<file path="config.mk">
export PLATFORM = sky130hd
export DESIGN_NAME = caxi4i_addr_scheduler_flat
export DESIGN_NICKNAME = d
export VERILOG_FILES = /design/src/rtl/caxi4i_addr_scheduler_pkg.sv /design/src/rtl/caxi4i_addr_scheduler_if.sv /design/src/rtl/caxi4i_addr_scheduler_rr_pick.sv /design/src/rtl/caxi4i_addr_scheduler.sv /design/src/flat_wrapper.sv
export SDC_FILE = /design/constraint.sdc
export NUM_CORES = 1
export LEC_CHECK = 0
export ABC_AREA = 1
export BUFFER_PORTS_ARGS = -buffer_cell sky130_fd_sc_hd__buf_2
export CAP_MARGIN = 20
export CORE_MARGIN = 1
export CORE_UTILIZATION = 44
export DETAILED_ROUTE_END_ITERATION = 8
export MAX_ROUTING_LAYER = met4
export PLACE_DENSITY = 0.73
export SYNTH_ARGS = -nofsm -noshare
export SYNTH_HDL_FRONTEND = slang
export SYNTH_SLANG_ARGS = --single-unit
</file>
<file path="constraint.sdc">
create_clock -name sysClk -period 2.29 [get_ports sysClk]
set_input_delay 0.458 -clock sysClk [delete_from_list [all_inputs] [get_ports sysClk]]
set_output_delay 0.458 -clock sysClk [all_outputs]
set_load 0.01 [all_outputs]
</file>
<file path="src/rtl/caxi4i_addr_scheduler_pkg.sv">
// rtl/caxi4i_addr_scheduler_pkg.sv - shared state encoding and one-hot encode helper
package caxi4i_addr_scheduler_pkg;

  typedef enum logic [1:0] {
    ST_IDLE   = 2'd0,
    ST_LOOKUP = 2'd1,
    ST_GRANT  = 2'd2
  } schedState_t;

  // One-hot to binary index; an all-zero vector encodes as 0.
  function automatic logic [31:0] onehotToBin(input logic [31:0] oneHot);
    logic [31:0] bin;
    bin = '0;
    for (int i = 0; i < 32; i++) begin
      if (oneHot[i]) bin = bin | 32'(i);
    end
    return bin;
  endfunction

endpackage

</file>
<file path="src/rtl/caxi4i_addr_scheduler_if.sv">
// rtl/caxi4i_addr_scheduler_if.sv - request, tracker and grant signals of the address scheduler
interface caxi4i_addr_scheduler_if #(
  parameter int NUM_MASTERS       = 4,
  parameter int NUM_MASTERS_WIDTH = 2,
  parameter int NUM_SLAVES_WIDTH  = 2,
  parameter int MASTERID_WIDTH    = 4,
  parameter int OPEN_TRANS_WIDTH  = 2
);
  logic [NUM_MASTERS-1:0]                  reqValid;
  logic [NUM_MASTERS*MASTERID_WIDTH-1:0]   reqID;
  logic [NUM_MASTERS*NUM_SLAVES_WIDTH-1:0] reqSlaveID;
  logic [NUM_MASTERS-1:0]                  reqReady;
  logic [MASTERID_WIDTH-1:0]               currTransID;
  logic [NUM_SLAVES_WIDTH-1:0]             currTransSlaveID;
  logic                                    threadAvail;
  logic                                    threadValid;
  logic [OPEN_TRANS_WIDTH-1:0]             threadCount;
  logic [NUM_SLAVES_WIDTH-1:0]             threadSlaveID;
  logic                                    openTransInc;
  logic                                    grantValid;
  logic [NUM_MASTERS_WIDTH-1:0]            grantMaster;
  logic                                    grantReady;

  // Scheduler side.
  modport slave (
    input  reqValid, reqID, reqSlaveID, threadAvail, threadValid, threadCount, threadSlaveID, grantReady,
    output reqReady, currTransID, currTransSlaveID, openTransInc, grantValid, grantMaster
  );

  // Masters, tracker and target mux side.
  modport master (
    output reqValid, reqID, reqSlaveID, threadAvail, threadValid, threadCount, threadSlaveID, grantReady,
    input  reqReady, currTransID, currTransSlaveID, openTransInc, grantValid, grantMaster
  );
endinterface

</file>
<file path="src/rtl/caxi4i_addr_scheduler_rr_pick.sv">
// rtl/caxi4i_addr_scheduler_rr_pick.sv - combinational round-robin picker starting at rrPtr
module caxi4i_rr_pick
  import caxi4i_addr_scheduler_pkg::*;
#(
  parameter int NUM_MASTERS       = 4,
  parameter int NUM_MASTERS_WIDTH = 2
) (
  input  logic [NUM_MASTERS-1:0]       reqValid,
  input  logic [NUM_MASTERS_WIDTH-1:0] rrPtr,
  output logic                         found,
  output logic [NUM_MASTERS_WIDTH-1:0] index
);
  logic [NUM_MASTERS-1:0] pickOh;
  int                     cand;

  // Scan from rrPtr upward with wrap; the first requester wins.
  always_comb begin
    pickOh = '0;
    found  = 1'b0;
    cand   = 0;
    for (int i = 0; i < NUM_MASTERS; i++) begin
      cand = (int'(rrPtr) + i) % NUM_MASTERS;
      if (!found && reqValid[cand[NUM_MASTERS_WIDTH-1:0]]) begin
        found = 1'b1;
        pickOh[cand[NUM_MASTERS_WIDTH-1:0]] = 1'b1;
      end
    end
  end

  assign index = NUM_MASTERS_WIDTH'(onehotToBin(32'(pickOh)));
endmodule

</file>
<file path="src/rtl/caxi4i_addr_scheduler.sv">
// rtl/caxi4i_addr_scheduler.sv - per-slave address scheduler: pick, tracker lookup, grant
module caxi4i_addr_scheduler
  import caxi4i_addr_scheduler_pkg::*;
#(
  parameter int NUM_MASTERS       = 4,
  parameter int NUM_MASTERS_WIDTH = 2,
  parameter int NUM_SLAVES_WIDTH  = 2,
  parameter int MASTERID_WIDTH    = 4,
  parameter int OPEN_TRANS_MAX    = 3,
  parameter int OPEN_TRANS_WIDTH  = 2
) (
  input logic                    sysClk,
  input logic                    sysReset,
  caxi4i_addr_scheduler_if.slave bus
);
  schedState_t                  state, stateNext;
  logic [NUM_MASTERS_WIDTH-1:0] rrPtr, rrPtrNext;
  logic [NUM_MASTERS_WIDTH-1:0] selIdx, selIdxNext, selIdxInc;
  logic [MASTERID_WIDTH-1:0]    transId, transIdNext;
  logic [NUM_SLAVES_WIDTH-1:0]  transSlave, transSlaveNext;
  logic                         pickFound;
  logic [NUM_MASTERS_WIDTH-1:0] pickIdx;
  logic                         permit;
  logic                         grantValidInt;
  logic                         handshake;

  logic [MASTERID_WIDTH-1:0]    reqIdArr    [NUM_MASTERS];
  logic [NUM_SLAVES_WIDTH-1:0]  reqSlaveArr [NUM_MASTERS];

  for (genvar m = 0; m < NUM_MASTERS; m++) begin : g_unpack
    assign reqIdArr[m]    = bus.reqID[m*MASTERID_WIDTH +: MASTERID_WIDTH];
    assign reqSlaveArr[m] = bus.reqSlaveID[m*NUM_SLAVES_WIDTH +: NUM_SLAVES_WIDTH];
  end

  caxi4i_rr_pick #(
    .NUM_MASTERS       (NUM_MASTERS),
    .NUM_MASTERS_WIDTH (NUM_MASTERS_WIDTH)
  ) u_pick (
    .reqValid (bus.reqValid),
    .rrPtr    (rrPtr),
    .found    (pickFound),
    .index    (pickIdx)
  );

  // A blocked or granted master drops to the back of the round-robin order.
  assign selIdxInc = (selIdx == NUM_MASTERS_WIDTH'(NUM_MASTERS - 1)) ? '0 : selIdx + 1'b1;

  // Fresh ID needs a free slot; a live thread must stay on its slave and below the cap.
  assign permit = (!bus.threadValid && bus.threadAvail) ||
                  (bus.threadValid && (bus.threadSlaveID == transSlave) &&
                   (bus.threadCount < OPEN_TRANS_WIDTH'(OPEN_TRANS_MAX)));

  assign grantValidInt        = (state == ST_GRANT);
  assign handshake            = grantValidInt && bus.grantReady;
  assign bus.grantValid       = grantValidInt;
  assign bus.grantMaster      = selIdx;
  assign bus.openTransInc     = handshake;
  assign bus.reqReady         = handshake ? (NUM_MASTERS'(1) << selIdx) : '0;
  assign bus.currTransID      = transId;
  assign bus.currTransSlaveID = transSlave;

  // State and latched candidate registers.
  always_ff @(posedge sysClk or negedge sysReset) begin
    if (!sysReset) begin
      state      <= ST_IDLE;
      rrPtr      <= '0;
      selIdx     <= '0;
      transId    <= '0;
      transSlave <= '0;
    end else begin
      state      <= stateNext;
      rrPtr      <= rrPtrNext;
      selIdx     <= selIdxNext;
      transId    <= transIdNext;
      transSlave <= transSlaveNext;
    end
  end

  // Next-state: pick in IDLE, judge ordering in LOOKUP, hold the offer in GRANT.
  always_comb begin
    stateNext      = state;
    rrPtrNext      = rrPtr;
    selIdxNext     = selIdx;
    transIdNext    = transId;
    transSlaveNext = transSlave;
    case (state)
      ST_IDLE: begin
        if (pickFound) begin
          selIdxNext     = pickIdx;
          transIdNext    = reqIdArr[pickIdx];
          transSlaveNext = reqSlaveArr[pickIdx];
          stateNext      = ST_LOOKUP;
        end
      end
      ST_LOOKUP: begin
        if (permit) begin
          stateNext = ST_GRANT;
        end else begin
          rrPtrNext = selIdxInc;
          stateNext = ST_IDLE;
        end
      end
      ST_GRANT: begin
        if (bus.grantReady) begin
          rrPtrNext = selIdxInc;
          stateNext = ST_IDLE;
        end
      end
      default: stateNext = ST_IDLE;
    endcase
  end
endmodule

</file>
<file path="src/flat_wrapper.sv">
// flat-port wrapper written by rule: the top's interface ports become plain ports
module caxi4i_addr_scheduler_flat import caxi4i_addr_scheduler_pkg::*;
#(
  parameter int NUM_MASTERS       = 4,
  parameter int NUM_MASTERS_WIDTH = 2,
  parameter int NUM_SLAVES_WIDTH  = 2,
  parameter int MASTERID_WIDTH    = 4,
  parameter int OPEN_TRANS_MAX    = 3,
  parameter int OPEN_TRANS_WIDTH  = 2
)
  (sysClk, sysReset, bus_reqValid, bus_reqID, bus_reqSlaveID, bus_threadAvail, bus_threadValid, bus_threadCount, bus_threadSlaveID, bus_grantReady, bus_reqReady, bus_currTransID, bus_currTransSlaveID, bus_openTransInc, bus_grantValid, bus_grantMaster);
  caxi4i_addr_scheduler_if #(.NUM_MASTERS(NUM_MASTERS), .NUM_MASTERS_WIDTH(NUM_MASTERS_WIDTH), .NUM_SLAVES_WIDTH(NUM_SLAVES_WIDTH), .MASTERID_WIDTH(MASTERID_WIDTH), .OPEN_TRANS_WIDTH(OPEN_TRANS_WIDTH)) bus_i ();
  input logic sysClk;
  input logic sysReset;
  input wire logic [$bits(bus_i.reqValid)-1:0] bus_reqValid;
  input wire logic [$bits(bus_i.reqID)-1:0] bus_reqID;
  input wire logic [$bits(bus_i.reqSlaveID)-1:0] bus_reqSlaveID;
  input wire logic [$bits(bus_i.threadAvail)-1:0] bus_threadAvail;
  input wire logic [$bits(bus_i.threadValid)-1:0] bus_threadValid;
  input wire logic [$bits(bus_i.threadCount)-1:0] bus_threadCount;
  input wire logic [$bits(bus_i.threadSlaveID)-1:0] bus_threadSlaveID;
  input wire logic [$bits(bus_i.grantReady)-1:0] bus_grantReady;
  output wire logic [$bits(bus_i.reqReady)-1:0] bus_reqReady;
  output wire logic [$bits(bus_i.currTransID)-1:0] bus_currTransID;
  output wire logic [$bits(bus_i.currTransSlaveID)-1:0] bus_currTransSlaveID;
  output wire logic [$bits(bus_i.openTransInc)-1:0] bus_openTransInc;
  output wire logic [$bits(bus_i.grantValid)-1:0] bus_grantValid;
  output wire logic [$bits(bus_i.grantMaster)-1:0] bus_grantMaster;
  assign bus_i.reqValid = bus_reqValid;
  assign bus_i.reqID = bus_reqID;
  assign bus_i.reqSlaveID = bus_reqSlaveID;
  assign bus_i.threadAvail = bus_threadAvail;
  assign bus_i.threadValid = bus_threadValid;
  assign bus_i.threadCount = bus_threadCount;
  assign bus_i.threadSlaveID = bus_threadSlaveID;
  assign bus_i.grantReady = bus_grantReady;
  assign bus_reqReady = bus_i.reqReady;
  assign bus_currTransID = bus_i.currTransID;
  assign bus_currTransSlaveID = bus_i.currTransSlaveID;
  assign bus_openTransInc = bus_i.openTransInc;
  assign bus_grantValid = bus_i.grantValid;
  assign bus_grantMaster = bus_i.grantMaster;
  caxi4i_addr_scheduler #(.NUM_MASTERS(NUM_MASTERS), .NUM_MASTERS_WIDTH(NUM_MASTERS_WIDTH), .NUM_SLAVES_WIDTH(NUM_SLAVES_WIDTH), .MASTERID_WIDTH(MASTERID_WIDTH), .OPEN_TRANS_MAX(OPEN_TRANS_MAX), .OPEN_TRANS_WIDTH(OPEN_TRANS_WIDTH)) u_core (.sysClk(sysClk), .sysReset(sysReset), .bus(bus_i));
endmodule
</file>
After elaboration in Yosys (flattened, before gate mapping)
Index checks and enable logic that the tools add are counted.
{"block": "word_totals", "reg_bits": 12, "word_cells": 94}
{"block": "op_classes", "n_lt_le_gt_ge": 10, "bitwise_logic": 4, "addsub": 4, "n_eq_ne": 7, "reduce_logical": 21, "n_mux": 42, "shifts": 1}
{"op": "two-way mux 4 bit", "n": 7}
{"op": "two-way mux 2 bit", "n": 10}
{"op": "two-way mux 1 bit", "n": 13}
{"op": "< comparator 2 x 3 -> 1 bit, second input constant", "n": 4}
{"op": "OR 4 bit", "n": 3}
{"op": "logical AND 1 bit", "n": 11}
{"op": "binary-select mux 1 bit (select 2 bit)", "n": 4}
{"op": "binary-select mux 4 bit (select 2 bit)", "n": 1}
{"op": "demux 1 bit (select 2 bit)", "n": 4}
{"op": "greater-or-equal comparator 2 x 1 -> 1 bit, second input constant", "n": 4}
{"op": "case mux 2 bit (3 select lines)", "n": 1}
{"op": "adder 2 x 1 -> 2 bit, second input constant", "n": 2}
{"op": "adder 2 bit, second input constant", "n": 2}
{"op": "binary-select mux 2 bit (select 2 bit)", "n": 1}
{"op": "equality test 2 bit, second input constant", "n": 2}
{"op": "zero test 1 bit", "n": 4}
{"op": "!= test 2 bit, second input constant", "n": 2}
{"op": "case mux 2 bit (2 select lines)", "n": 1}
{"op": "AND reduction 2 bit", "n": 2}
{"op": "left shift 1 x 2 -> 4 bit, first input constant", "n": 1}
{"op": "greater-or-equal comparator 3 bit, second input constant", "n": 1}
{"op": "inverter 2 -> 3 bit", "n": 1}
{"op": "AND reduction 3 bit", "n": 1}
{"op": "equality test 2 x 1 -> 1 bit, second input constant", "n": 1}
{"op": "other kinds (6)", "n": 6}

Longest topological paths before layout
Gate-level depths: netlist (run 1).
{"block": "logic_depth", "ltp_word": 19, "depth_mapped": 17, "depth_no_buf": 16}

Modules after synthesis
Synthesis (run 1) repeated with hierarchy kept, for this count alone.
{"block": "unflattened", "cells_unflattened": 190, "hier_area_um2": 1189.9}
{"mod": "caxi4i_addr_scheduler", "cells_per_inst": 116, "instances": 1, "area_each_um2": 812.0, "seq_area_each_um2": 300.3}
{"mod": "caxi4i_rr_pick", "cells_per_inst": 74, "instances": 1, "area_each_um2": 377.9, "seq_area_each_um2": 0.0}

Worst setup path after synthesis (run 1)
No wires, ideal clock.
{"block": "synth_timing", "path_kind": "reg-to-reg", "startpoint": "register u_core.rrPtr[0]", "endpoint": "register u_core.transId[2], in the netlist u_core.bus.currTransID[2]", "period_less_slack_ps": 2131, "path_slack_ps": 159, "t_arrival_ps": 2066, "path_buffers": 1, "required_ps": 2225, "path_stages_with_launch": 18, "path_cell_list": "dfrtp_1 -> inv_2 -> ha_1 -> inv_1 -> nand3_1 -> nand2_1 -> nand2_2 -> inv_2 -> nand3_2 -> nand2_2 -> nor2_4 -> nand2_4 -> buf_6 -> nand2_1 -> nand3_1 -> nand2_1 -> nand2_1 -> nand2_1"}
{"block": "synth_via", "elab_chain_cells": 19}
{"item": "start, declared", "line": "caxi4i_addr_scheduler.sv:17", "source": "logic [NUM_MASTERS_WIDTH-1:0] rrPtr, rrPtrNext;"}
{"item": "start signal, assigned", "line": "caxi4i_addr_scheduler.sv:72", "source": "rrPtr <= rrPtrNext;"}
{"item": "parallel branches: the longest is 19 deep, another holds < comparator 2 x 3 -> 1 bit"}
{"item": "end signal, assigned", "line": "caxi4i_addr_scheduler.sv:74", "source": "transId <= transIdNext;"}
{"item": "end, declared", "line": "caxi4i_addr_scheduler.sv:19", "source": "logic [MASTERID_WIDTH-1:0] transId, transIdNext;"}
Parallel ways; which one is timed is not known. The select of a mux whose other input is x is not followed.
A chain may end at the register's enable or synchronous reset.

Worst setup path in the final report (run 1)
{"block": "layout_timing", "startpoint": "register u_core.rrPtr[1]", "endpoint": "register u_core.transSlave[0], in the netlist u_core.bus.currTransSlaveID[0]"}
{"block": "layout_via", "elab_chain_cells": 19}
{"item": "parallel branches: the longest is 19 deep, another holds < comparator 2 x 3 -> 1 bit"}
{"item": "end signal, assigned", "line": "caxi4i_addr_scheduler.sv:75", "source": "transSlave <= transSlaveNext;"}
{"item": "end, declared", "line": "caxi4i_addr_scheduler.sv:20", "source": "logic [NUM_SLAVES_WIDTH-1:0] transSlave, transSlaveNext;"}
Parallel ways; which one is timed is not known. The select of a mux whose other input is x is not followed.

==> results of run 1 <==
sequential cells by signal, summed over array words and instances, names as in the netlist:
register and count:
u_core.state 2, u_core.rrPtr 2, u_core.bus.currTransSlaveID 2, u_core.bus.grantMaster 2, u_core.bus.currTransID 4
power breakdown:
| part | internal (mW) | switching (mW) | total [mW] | leakage (nW) |
|---|---|---|---|---|
| Sequential | 0.333 | 0.0921 | 0.425 | 0.146 |
| Combinational | 0.786 | 1.31 | 2.10 | 0.830 |
| Clock | 0.0966 | 0.0736 | 0.170 | 0.0210 |
repair_timing:
action / 4_1_cts / 5_1_grt
setup endpoints to repair: 0 / 8
resized for setup: 0 / 5
hold endpoints to repair: 0 / 0
cell families (layout without fill, tap and decap cells):
logic type                 count (synthesis)  count (layout)  share of synthesized area, %
AOI/OAI and AO/OA                          7               7                         2.890
xor gates and xnor gates                   2               2                         1.349
adders and majority gates                 10              10                         9.634
buffers and inverters                     41              99                         12.43
DFF                                       12              12                         23.12
and+or+nand+nor                          129             129                         50.58
final timing paths:
kind | slack, ns | startpoint | endpoint | cells past startpoint
min in group sysClk | 0.37 | bus_grantReady | u_core.state[1] | 2
max | 0.22 | u_core.rrPtr[1] | u_core.bus.currTransSlaveID[0] | 14
max in group asynchronous | 2.03 | sysReset | u_core.rrPtr[1] | 1
min | 0.04 | sysReset | u_core.state[0] | 1
min reg2reg | 0.50 | u_core.bus.currTransID[1] | u_core.bus.currTransID[1] | 2
max reg2reg | 0.22 | u_core.rrPtr[1] | u_core.bus.currTransSlaveID[0] | 14
area by class of cell:
type	count	share of cell area [%]
multi-input cells	148	51.27
flip-flops and latches	12	18.04
repair buffers	55	17.22
inverters	40	8.982
well taps	31	2.320
clock buffers	4	2.171
through the flow:
step | utilization [%] | worst slack, ns | area, um2
floorplan | - | 0.1592 | 1299
global placement | 58.03 | 0.1881 | 1614
detailed placement | 58.03 | 0.09499 | 1614
CTS | 59.33 | 0.05148 | 1650
global route | 60.10 | 0.05692 | 1672
finish | 60.10 | 0.2182 | 1672
cells in the final DEF, fill, tap and decap left out:
cell      instances
nand3_2           4
xnor2_1           2
dfrtp_2           1
nand4_2           1
nor2_1            8
inv_1            34
nand3b_1          4
nand3_1          38
dfrtp_1          11
nand2_4           2
clkbuf_8          1
nand4_1           1
or2_0             2
nor2_2            3
buf_4             5
or2_1             2
clkinv_1          2
ha_4              1
inv_2             4
nand2_1          52
o21ai_0           5
buf_2            50
nand2_2           7
a21oi_1           1
nor3_1            1
ha_1              9
clkbuf_4          3
nor2_4            4
o31ai_1           1
layer usage:
| metal | vias up | track usage, % | wire length [um] |
|---|---|---|---|
| met2 | 52 | 30.95 | 1298 |
| met1 | 560 | 27.18 | 1396 |
| li1 | 739 | - | - |
| met4 | 0 | 6.272 | 34 |
| met3 | 4 | 2.074 | 138 |
| met5 | - | - | 0 |
==> impl_results.md, run 1 <==
- Worst-Margin Slew: 0.3767 ns
- Mapped cell area: 1299 um2
- Outcome: complete, no violations
- Seq/Total Area, Yosys: 23.12%
- Max cap viols: 0
- Worst-skew pair later-pin latency: 0.27 ns
- Initial Util: 46.69%
- Worst EP required: 2.45 ns
- Via/cell ratio: 4.672
- Max Buffers Root-to-Sink: 2
- Non-Filler Instances: 290
- IO Port Bufs: 50
- Synthesis-stage register bit count: 12
- Crit path max fanout: 17
- Most frequent cells after synthesis: nand2_1 (52), nand3_1 (38), inv_1 (35)
- Layout cells sized above 1: 33.20%
- CTS clk-pin slew, worst paths: 0.08 ns
- Layout net count: 307
- Primary FF master, synth: dfrtp_1
- Setup Viol. Count Final: 0
- Critical path arrival: 2.23 ns
- Routed vias: 1355
- Die width: 56.33 um
- CP Buf/Inv Count: 3
- Hold slack: 0.04103 ns
- Row Count: 19
- Routed WL: 2868 um
- CTS Hold Bufs: 0
- CTS H-tree depth: 1
- Top cells by area, synth: dfrtp_1 (23%), nand2_1 (15%), nand3_1 (15%), inv_1 (10%), ha_1 (9.6%)
- Drt first pass iters: 4
- PD cells: 1611 nW/um2
- Synthesized area per cell: 6.461 um2
- Vias in the first global route: 1187
- Placed insts: 286
- Final min period: 2.072 ns
- Core Footprint: 2781 um2
- Worst path top cell family by delay: simple AND/OR/NAND/NOR gates
- FF/Latch Area: 301.5 um2
- CTS tree: done
- Critical-path cell list: inv_1, ha_4, inv_1, nand3_1, nand2_1, nand2_2, inv_2, nand3_2, nand2_2, nor2_4, nand2_4, or2_0, nand3_1, nand3_1
- Initial antenna violation count: 0
- # fillers: 271
- Hold Crit Class: in -> async
- Fin. Hold Viols: 0
- Share of the synthesized area in the top cell type: 23.12%
- Inserted Clock Buffers: 3
- Area Growth Syn to Fin: 28.71%
- Pin count of the biggest net entering global routing: 18
- # IOs: 51
- Root buf cell: clkbuf_4
- EDFF count, synth: 0
- Slowest stage cell, crit path: dfrtp_2
- RSZ-0062 raised after global routing: no
- Initial DRC count: 36
- Final worst path period share: 90.47%
- CP max stage delay: 0.43 ns
- FFs w/ async S/R, synth: 100.0%
- Max Freq: 482.7 MHz
- Cells after Synth: 201
- GRT Util Overall: 19.83%
- Sum Neg Setup Slack: 0 ns
- GR Overflow Total: 0
- # Post-CTS Setup Buffers: 0
- Die span in y: 56.33 um
- Count leader, synth: nand2_1
- Post-DP HPWL: 2374 um
- Crit path launch type: flop
- Slew headroom: 74.62%
- Endpoint type of the worst setup path: flop
- Final ANT Viol Nets: 0
- Leakage power: 0.9968 nW
- Setup Skew: 0.003452 ns
- Ant. Diodes: 0
- First-pass GRT wire length: 4878 um
- Avg WL per Cell: 9.890 um
- Pwr Total: 2.693 mW
- Routability congestion estimate: 0.8600
- Clk sinks: 12
- Critical setup path kind: reg -> reg
- YS warnings: 0
- Yosys cell types: 24
- Post-route DRC: 0
- Max IR drop VDD: 1.086 mV
- DIE AREA: 3173 um2
- Multi-input gate area: 857.1 um2
- Final Slew Violations: 0
- Synth area leader: dfrtp_1
- Cell mode on critical path: nand3_1
- Synthesized Nets: 248
(Power assumes the default switching activity.)
==> inputs of run 2 (changes only) <==
--- a/config.mk
+++ b/config.mk
@@ -5,14 +5,15 @@
 export SDC_FILE = /design/constraint.sdc
 export NUM_CORES = 1
 export LEC_CHECK = 0
-export ABC_AREA = 1
 export BUFFER_PORTS_ARGS = -buffer_cell sky130_fd_sc_hd__buf_2
 export CAP_MARGIN = 20
 export CORE_MARGIN = 1
 export CORE_UTILIZATION = 44
+export CTS_CLUSTER_SIZE = 25
 export DETAILED_ROUTE_END_ITERATION = 8
 export MAX_ROUTING_LAYER = met4
-export PLACE_DENSITY = 0.73
+export PLACE_DENSITY = 0.74
 export SYNTH_ARGS = -nofsm -noshare
 export SYNTH_HDL_FRONTEND = slang
 export SYNTH_SLANG_ARGS = --single-unit
+export TNS_END_PERCENT = 1
==> run 2 against run 1 <==
  * Combinational power down 9%
  * Register-to-register slack worse by 0.17 ns
  * Via count decreased by 6.2%
  * Core utilization grew 3.9 points
  * Die area shrank 2.6%
  * Global-route usage increased by 2.8 points
  * Worst setup slack got worse by 0.17 ns
  * Area after synthesis down 2.7%
  * Non-clock buffer count up 12
  * Critical path type unchanged
  * Largest cell class unchanged
==> impl_results.md, run 2 <==
- Endpoint type of the worst setup path: flop (unchanged)
- Critical setup path kind: reg -> reg (unchanged)
- Worst-skew pair later-pin latency: 0.28 ns (was 0.27 ns)
- Via/cell ratio: 5.575 (was 4.672)
- Synthesis-stage register bit count: 12 (unchanged)
- Sum Neg Setup Slack: 0 ns (unchanged)
- Layout cells sized above 1: 46.19% (was 33.20%)
- Crit path launch type: flop (unchanged)
- Final Slew Violations: 0 (unchanged)
- Seq/Total Area, Yosys: 23.76% (was 23.12%)
- Top cells by area, synth: dfrtp_1 (24%), mux2i_1 (13%), ha_1 (9.9%), nand2_1 (4.8%), mux4_1 (4.2%) (was dfrtp_1 (23%), nand2_1 (15%), nand3_1 (15%), inv_1 (10%), ha_1 (9.6%))
- GRT Max-Usage Layer: met2 (unchanged)
- Core Footprint: 2734 um2 (was 2781 um2)
- Hold Crit Class: in -> async (unchanged)
- Setup Skew: 0.001906 ns (was 0.003452 ns)
- Worst-Margin Slew: 0.3671 ns (was 0.3767 ns)
- Pin count of the biggest net entering global routing: 14 (was 18)
- Row Count: 19 (unchanged)
- Ant. Diodes: 0 (unchanged)
- CTS tree: done (unchanged)
- CTS H-tree depth: 1 (unchanged)
- Mapped cell area: 1264 um2 (was 1299 um2)
- Met3 GRT Util: 4.186% (was 2.074%)
- Post-synthesis simple-gate area fraction: 16.53% (was 50.58%)
- Worst EP required: 2.44 ns (was 2.45 ns)
- Post-route DRC: 0 (unchanged)
- Count leader, synth: mux2i_1 (was nand2_1)
- PD cells: 1434 nW/um2 (was 1611 nW/um2)
- Adder-cell share of the synthesized area: 9.901% (was 9.634%)
- Setup Viol. Count Final: 0 (unchanged)
- Routability congestion estimate: 0.8514 (was 0.8600)
- CTS clk-pin slew, worst paths: 0.08 ns (about the same)
- Cells after Synth: 130 (was 201)
- Initial DRC count: 44 (was 36)
- Hold slack: 0.04086 ns (was 0.04103 ns)
- Placed insts: 217 (was 286)
- GR Overflow Total: 0 (unchanged)
- Leading cell type in the layout, fill and taps excluded: buf_2 (was nand2_1)
- Initial antenna violation count: 0 (unchanged)
- M1 GR Usage: 27.04% (was 27.18%)
- Final worst setup slack: 0.04395 ns (was 0.2182 ns)
- Vias in the first global route: 1191 (was 1187)
- Area Growth Syn to Fin: 38.51% (was 28.71%)
- Clk sinks: 12 (unchanged)
- Dpl ws: -0.06423 ns (was 0.09499 ns)
- Critical-path cell list: inv_2, ha_4, mux4_2, nor3b_2, o22ai_4, o211ai_4, mux2i_1, o221ai_1 (was inv_1, ha_4, inv_1, nand3_1, nand2_1, nand2_2, inv_2, nand3_2, nand2_2, nor2_4, nand2_4, or2_0, nand3_1, nand3_1)
- Largest family of logic cells by synthesized area: compound AO/OA/AOI/OAI gates (was simple AND/OR/NAND/NOR gates)
- Commonest non-fill, non-tap cells in the layout: buf_2 (50), mux2i_1 (17), nand2_1 (16), buf_4 (16), dfrtp_1 (12) (was nand2_1 (52), buf_2 (50), nand3_1 (38))
- Slowest stage cell, crit path: dfrtp_1 (was dfrtp_2)
- IO Port Bufs: 50 (unchanged)
- Final min period: 2.246 ns (was 2.072 ns)
- Max Buffers Root-to-Sink: 2 (unchanged)
- Sw power: 1.158 mW (was 1.477 mW)
- Non-Filler Instances: 228 (was 290)
- Mux cell area share after synthesis: 20.30% (was 0%)
- Power share of the clock group: 6.9% (was 6.3%)
- Final worst path period share: 98.08% (was 90.47%)
- Max cap viols: 0 (unchanged)
- Yosys cell types: 38 (was 24)
- Max IR drop VDD: 0.9828 mV (was 1.086 mV)
- Avg WL per Cell: 14.55 um (was 9.890 um)
- Pint: 1.353 mW (was 1.216 mW)
- EDFF count, synth: 0 (unchanged)
- Inserted Clock Buffers: 3 (unchanged)
- FFs w/ async S/R, synth: 100.0% (unchanged)
- Synthesized Nets: 177 (was 248)
- Synth area leader: dfrtp_1 (unchanged)
- Die width: 55.59 um (was 56.33 um)
- Switching portion of total power: 46.11% (was 54.84%)
- CTS Hold Bufs: 0 (unchanged)
- RSZ-0062 raised after global routing: yes (was no)
- Final ANT Viol Nets: 0 (unchanged)
- # IOs: 51 (unchanged)
- Slew headroom: 75.43% (was 74.62%)
- Post-DP HPWL: 2555 um (was 2374 um)
- Routed vias: 1271 (was 1355)
- YS warnings: 0 (unchanged)
- Met2 usage: 39.93% (was 30.95%)
- Die span in y: 55.59 um (was 56.33 um)
- Critical path arrival: 2.40 ns (was 2.23 ns)
- GRT Util Overall: 22.61% (was 19.83%)
- Largest register FFs: 4 (unchanged)
- Crit path max fanout: 7 (was 17)
- # fillers: 225 (was 271)
- Drt first pass iters: 4 (unchanged)
- DIE AREA: 3090 um2 (was 3173 um2)
- Outcome: complete, no violations (unchanged)
- CP max stage delay: 0.40 ns (was 0.43 ns)
- Routed WL: 3317 um (was 2868 um)
- Share of the synthesized area in the top cell type: 23.76% (was 23.12%)
- First-pass GRT wire length: 5402 um (was 4878 um)
- Leakage power: 0.8921 nW (was 0.9968 nW)
- XOR/XNOR share of the synthesized area: 1.386% (was 1.349%)
- Layout net count: 245 (was 307)
- Sequential cell fraction of total power: 16.7% (was 15.8%)
- Primary FF master, synth: dfrtp_1 (unchanged)
- Synthesized area per cell: 9.721 um2 (was 6.461 um2)
- Fin. Hold Viols: 0 (unchanged)
- Most frequent cells after synthesis: mux2i_1 (17), nand2_1 (16), dfrtp_1 (12) (was nand2_1 (52), nand3_1 (38), inv_1 (35))
- Max Freq: 445.2 MHz (was 482.7 MHz)
- Combinational power share: 76.4% (was 77.9%)
- Compound-Gate Fraction of Synth Area: 23.37% (was 2.890%)
- Initial Util: 46.22% (was 46.69%)
- Root buf cell: clkbuf_4 (unchanged)
-- run 2: changes by cell type after synthesis, sizes merged, moves of 5 or more --
cell / previous run / this run
o22ai: 0 / 7
and3: 0 / 5
nor2: 15 / 1
inv: 38 / 9
o221ai: 0 / 6
nand3: 42 / 0
nand2: 61 / 16
mux2i: 0 / 17
-- run 2: per-layer routing --
layer | routed length (um) | vias to the layer above
li1 | - | 619
met3 | 157 | 5
met4 | 25 | 0
met2 | 1706 | 51
met5 | 0 | -
met1 | 1428 | 596
-- run 2: power by group through the flow --
| stage | Clock (mW) | Sequential (mW) | Combinational [mW] |
|---|---|---|---|
| 2_1_floorplan | 0 | 0.456 | 1.23 |
| 3_3_place_gp | 0 | 0.426 | 1.64 |
| 3_5_place_dp | 0 | 0.426 | 1.71 |
| 4_1_cts | 0.176 | 0.417 | 1.78 |
| 5_1_grt | 0.193 | 0.432 | 2.09 |
| 6_report | 0.174 | 0.418 | 1.92 |
-- run 2: cell type report --
type                            count  area [um2]  share of cell area [%]
Multi-Input combinational cell    105       959.7                   54.82
Timing Repair Buffer               67       381.6                   21.80
Sequential cell                    12       300.3                   17.16
Tap cell                           31       38.79                   2.216
Clock buffer                        4       36.28                   2.073
Inverter                            9       33.78                   1.930
-- run 2: logic make-up (layout without fill, tap and decap cells) --
family                     count (synthesis)  count (layout)
AOI/OAI and AO/OA                         34              34
xor gates and xnor gates                   2               2
adders and majority gates                 10              10
buffers and inverters                     13              80
DFF                                       12              12
muxes                                     21              21
and+or+nand+nor                           38              38
-- run 2: worst paths after layout --
kind                                                  endpoint                      start  slack (ns)  cells after the start
worst max register to register  u_core.bus.currTransSlaveID[1]            u_core.rrPtr[0]        0.04                      8
worst min register to register       u_core.bus.currTransID[3]  u_core.bus.currTransID[3]        0.50                      2
min in group sysClk             u_core.bus.currTransSlaveID[0]          bus_reqSlaveID[4]        0.49                      3
worst max-delay path            u_core.bus.currTransSlaveID[1]            u_core.rrPtr[0]        0.04                      8
max in group asynchronous                      u_core.state[1]                   sysReset        2.03                      1
worst min-delay path                 u_core.bus.currTransID[1]                   sysReset        0.04                      1
-- run 2: critical path, delay by kind of cell (launching register included) --
family          cells  cell delay, ns
mux                 2            0.63
compound gates      3            0.43
flops               1            0.40
fa+ha+maj           1            0.31
simple gates        1            0.26
buf+inv             1            0.07
-- run 2: per-stage QoR --
step,instance area [um2],total power [mW],util (%)
after floorplan,1291,1.688,-
after global placement,1625,2.067,59.45
after detailed placement,1625,2.134,59.45
after CTS,1690,2.373,61.83
after global routing,1750,2.716,64.03
final,1750,2.511,64.03
-- run 2: what timing repair did --
action,CTS,global route
setup buffers,3,4
pin swaps,3,5
hold endpoints to repair,0,0
resized for setup,1,5
cloned,0,0
setup endpoints to repair,4,8
==> inputs of run 3 (changes only) <==
--- a/config.mk
+++ b/config.mk
@@ -9,7 +9,7 @@
 export CAP_MARGIN = 20
 export CORE_MARGIN = 1
 export CORE_UTILIZATION = 44
-export CTS_CLUSTER_SIZE = 25
+export CTS_BUF_LIST = sky130_fd_sc_hd__clkbuf_16
 export DETAILED_ROUTE_END_ITERATION = 8
 export MAX_ROUTING_LAYER = met4
 export PLACE_DENSITY = 0.74
==> run 3 against run 2 <==
  * Non-clock buffer count increased by 1
  * Sequential power hardly changed
  * Clock skew is 0.0024 ns higher
  * Routed wire length up 1.4%
  * Core utilization increased by 2.0 points
  * Power up 7.1%
  * Sequential share of layout area is 0.51 points lower
  * Register-to-register slack is essentially flat
  * Global-route usage hardly changed
  * Cell count rose by 0.44%
  * Critical endpoint is now u_core.bus.currTransID[2]
  * Clock-buffer cell count is 1 lower
==> impl_results.md, run 3 (synthesis results as in run 2) <==
- Outcome: complete, no violations (unchanged)
- Critical path arrival: 2.36 ns (was 2.40 ns)
- Post-DP HPWL: 2555 um (unchanged)
- Max cap viols: 0 (unchanged)
- Drt first pass iters: 4 (unchanged)
- Worst-skew pair later-pin latency: 0.24 ns (was 0.28 ns)
- Design area: 1804 um2 (was 1750 um2)
- Slew headroom: 74.87% (was 75.43%)
- Final worst path period share: 98.55% (was 98.08%)
- Row Count: 19 (unchanged)
- Pin count of the biggest net entering global routing: 14 (unchanged)
- Setup Skew: 0.004283 ns (was 0.001906 ns)
- Critical-path cell list: inv_2, ha_4, mux4_2, inv_2, a211oi_4, o211ai_4, mux2i_1, o221ai_1 (was inv_2, ha_4, mux4_2, nor3b_2, o22ai_4, o211ai_4, mux2i_1, o221ai_1)
- Post-route DRC: 0 (unchanged)
- Core Footprint: 2734 um2 (unchanged)
- Worst R2R Start: u_core.rrPtr[0] (unchanged)
- RSZ-0062 raised after global routing: yes (unchanged)
- Hold slack: 0.09411 ns (was 0.04086 ns)
- Critical setup path kind: reg -> reg (unchanged)
- Placed Area: 1625 um2 (unchanged)
- Leakage power: 0.9139 nW (was 0.8921 nW)
- Setup Viol. Count Final: 0 (unchanged)
- Pwr Total: 2.690 mW (was 2.511 mW)
- Largest register FFs: 4 (unchanged)
- Final Slew Violations: 0 (unchanged)
- GRT Util Overall: 22.57% (was 22.61%)
- Final ANT Viol Nets: 0 (unchanged)
- Routed vias: 1283 (was 1271)
- IO Port Bufs: 50 (unchanged)
- Internal reg-to-reg setup slack: 0.03 ns (was 0.04 ns)
- Commonest non-fill, non-tap cells in the layout: buf_2 (50), buf_4 (17), mux2i_1 (16), nand2_1 (16), dfrtp_1 (12) (was buf_2 (50), mux2i_1 (17), nand2_1 (16), buf_4 (16), dfrtp_1 (12))
- Initial Util: 46.22% (unchanged)
- Final worst setup slack: 0.03326 ns (was 0.04395 ns)
- Crit path max fanout: 7 (unchanged)
- Final min period: 2.257 ns (was 2.246 ns)
- Fin. Hold Viols: 0 (unchanged)
- Routability congestion estimate: 0.8514 (unchanged)
- Worst EP required: 2.39 ns (was 2.44 ns)
- Worst path top cell family by delay: multiplexers (unchanged)
- CTS Hold Bufs: 0 (unchanged)
- DIE AREA: 3090 um2 (unchanged)
- Die span in y: 55.59 um (unchanged)
- CP max stage delay: 0.39 ns (was 0.40 ns)
- Max IR drop VDD: 0.9637 mV (was 0.9828 mV)
- Area Growth Syn to Fin: 42.77% (was 38.51%)
- PD cells: 1491 nW/um2 (was 1434 nW/um2)
- RR Endpoint: u_core.bus.currTransID[2] (was u_core.bus.currTransSlaveID[1])
- Routed WL: 3363 um (was 3317 um)
- Root buf cell: clkbuf_16 (was clkbuf_4)
- Max Freq: 443.1 MHz (was 445.2 MHz)
- Initial antenna violation count: 0 (unchanged)
- First-pass GRT wire length: 5471 um (was 5402 um)
- Avg WL per Cell: 14.69 um (was 14.55 um)
- Leading cell type in the layout, fill and taps excluded: buf_2 (unchanged)
- Ant. Diodes: 0 (unchanged)
- Vias in the first global route: 1243 (was 1191)
- GR Overflow Total: 0 (unchanged)
- CTS clk-pin slew, worst paths: 0.04 ns (was 0.08 ns)
- Hold Crit Class: in -> async (unchanged)
- Dpl ws: -0.06423 ns (unchanged)
- Cell mode on critical path: inv_2
- # IOs: 51 (unchanged)
- Path depth of the worst reg2reg path: 8 (unchanged)
- Crit path launch type: flop (unchanged)
- Endpoint type of the worst setup path: flop (unchanged)
- Via/cell ratio: 5.603 (was 5.575)
- Die width: 55.59 um (unchanged)
- CTS H-tree depth: 1 (unchanged)
- Clk sinks: 12 (unchanged)
- Slowest stage cell, crit path: dfrtp_1 (unchanged)
- Max Buffers Root-to-Sink: 2 (unchanged)
- CP Buf/Inv Count: 2 (was 1)
- CTS tree: done (unchanged)
- Layout net count: 246 (was 245)
- Layout cells sized above 1: 46.46% (was 46.19%)
- Inserted Clock Buffers: 3 (unchanged)
- Initial DRC count: 30 (was 44)
- Worst-Margin Slew: 0.3730 ns (was 0.3671 ns)
==> run 3: cell types whose count changed in the layout (fill, tap and decap cells not counted), sizes merged <==
cell,previous run,this run
clkinv,0,1
buf,67,68
clkbuf,4,3
==> run 3: how the worst max path moves through the flow <==
| stage | to | cells after the start | from |
|---|---|---|---|
| 6_report | u_core.bus.currTransID[2] | 8 | u_core.rrPtr[0] |
| 5_1_grt | u_core.bus.currTransSlaveID[1] | 8 | u_core.rrPtr[0] |
| 4_1_cts | u_core.bus.currTransSlaveID[1] | 7 | u_core.rrPtr[0] |
| 3_5_place_dp | u_core.bus.currTransSlaveID[1] | 7 | bus_reqValid[3] |
| 3_3_place_gp | u_core.bus.currTransSlaveID[1] | 7 | bus_reqValid[3] |
| 2_1_floorplan | u_core.bus.currTransID[0] | 10 | u_core.rrPtr[0] |
==> run 3: where the power goes <==
part | leakage, nW | internal, mW | total, mW | switching, mW
logic | 0.732 | 0.956 | 1.96 | 1.00
registers | 0.143 | 0.327 | 0.416 | 0.0896
clock network | 0.0385 | 0.229 | 0.315 | 0.0856
==> run 3: cell type report <==
type                    count  area [um2]
repair buffers             68       389.1
fillers                   220       929.6
inverters                   9       33.78
clock buffers               3       75.07
well taps                  31       38.79
clock inverters             1       3.754
multi-input cells         105       963.4
flip-flops and latches     12       300.3
==> run 3: layer usage <==
| metal | share of wire [%] | vias up | global-route usage [%] |
|---|---|---|---|
| met5 | 0 | - | - |
| met4 | 0.51 | 0 | 3.214 |
| met3 | 5.3 | 4 | 3.953 |
| met2 | 52 | 54 | 40.62 |
| met1 | 42 | 602 | 26.93 |
| li1 | - | 623 | - |
==> run 3: metrics by stage <==
step	setup TNS [ns]	std cells	utilization, %
CTS	0	225	63.66
global placement	0	217	59.45
floorplan	0	130	-
global route	-0.1752	229	66.00
detailed placement	-0.1445	217	59.45
finish	0	229	66.00
==> run 3: repair_timing <==
item / CTS / global route
endpoints found under the setup margin: 2 / 8
resized for setup: 1 / 6
buffers inserted: 4 / 4
pin swaps: 2 / 6
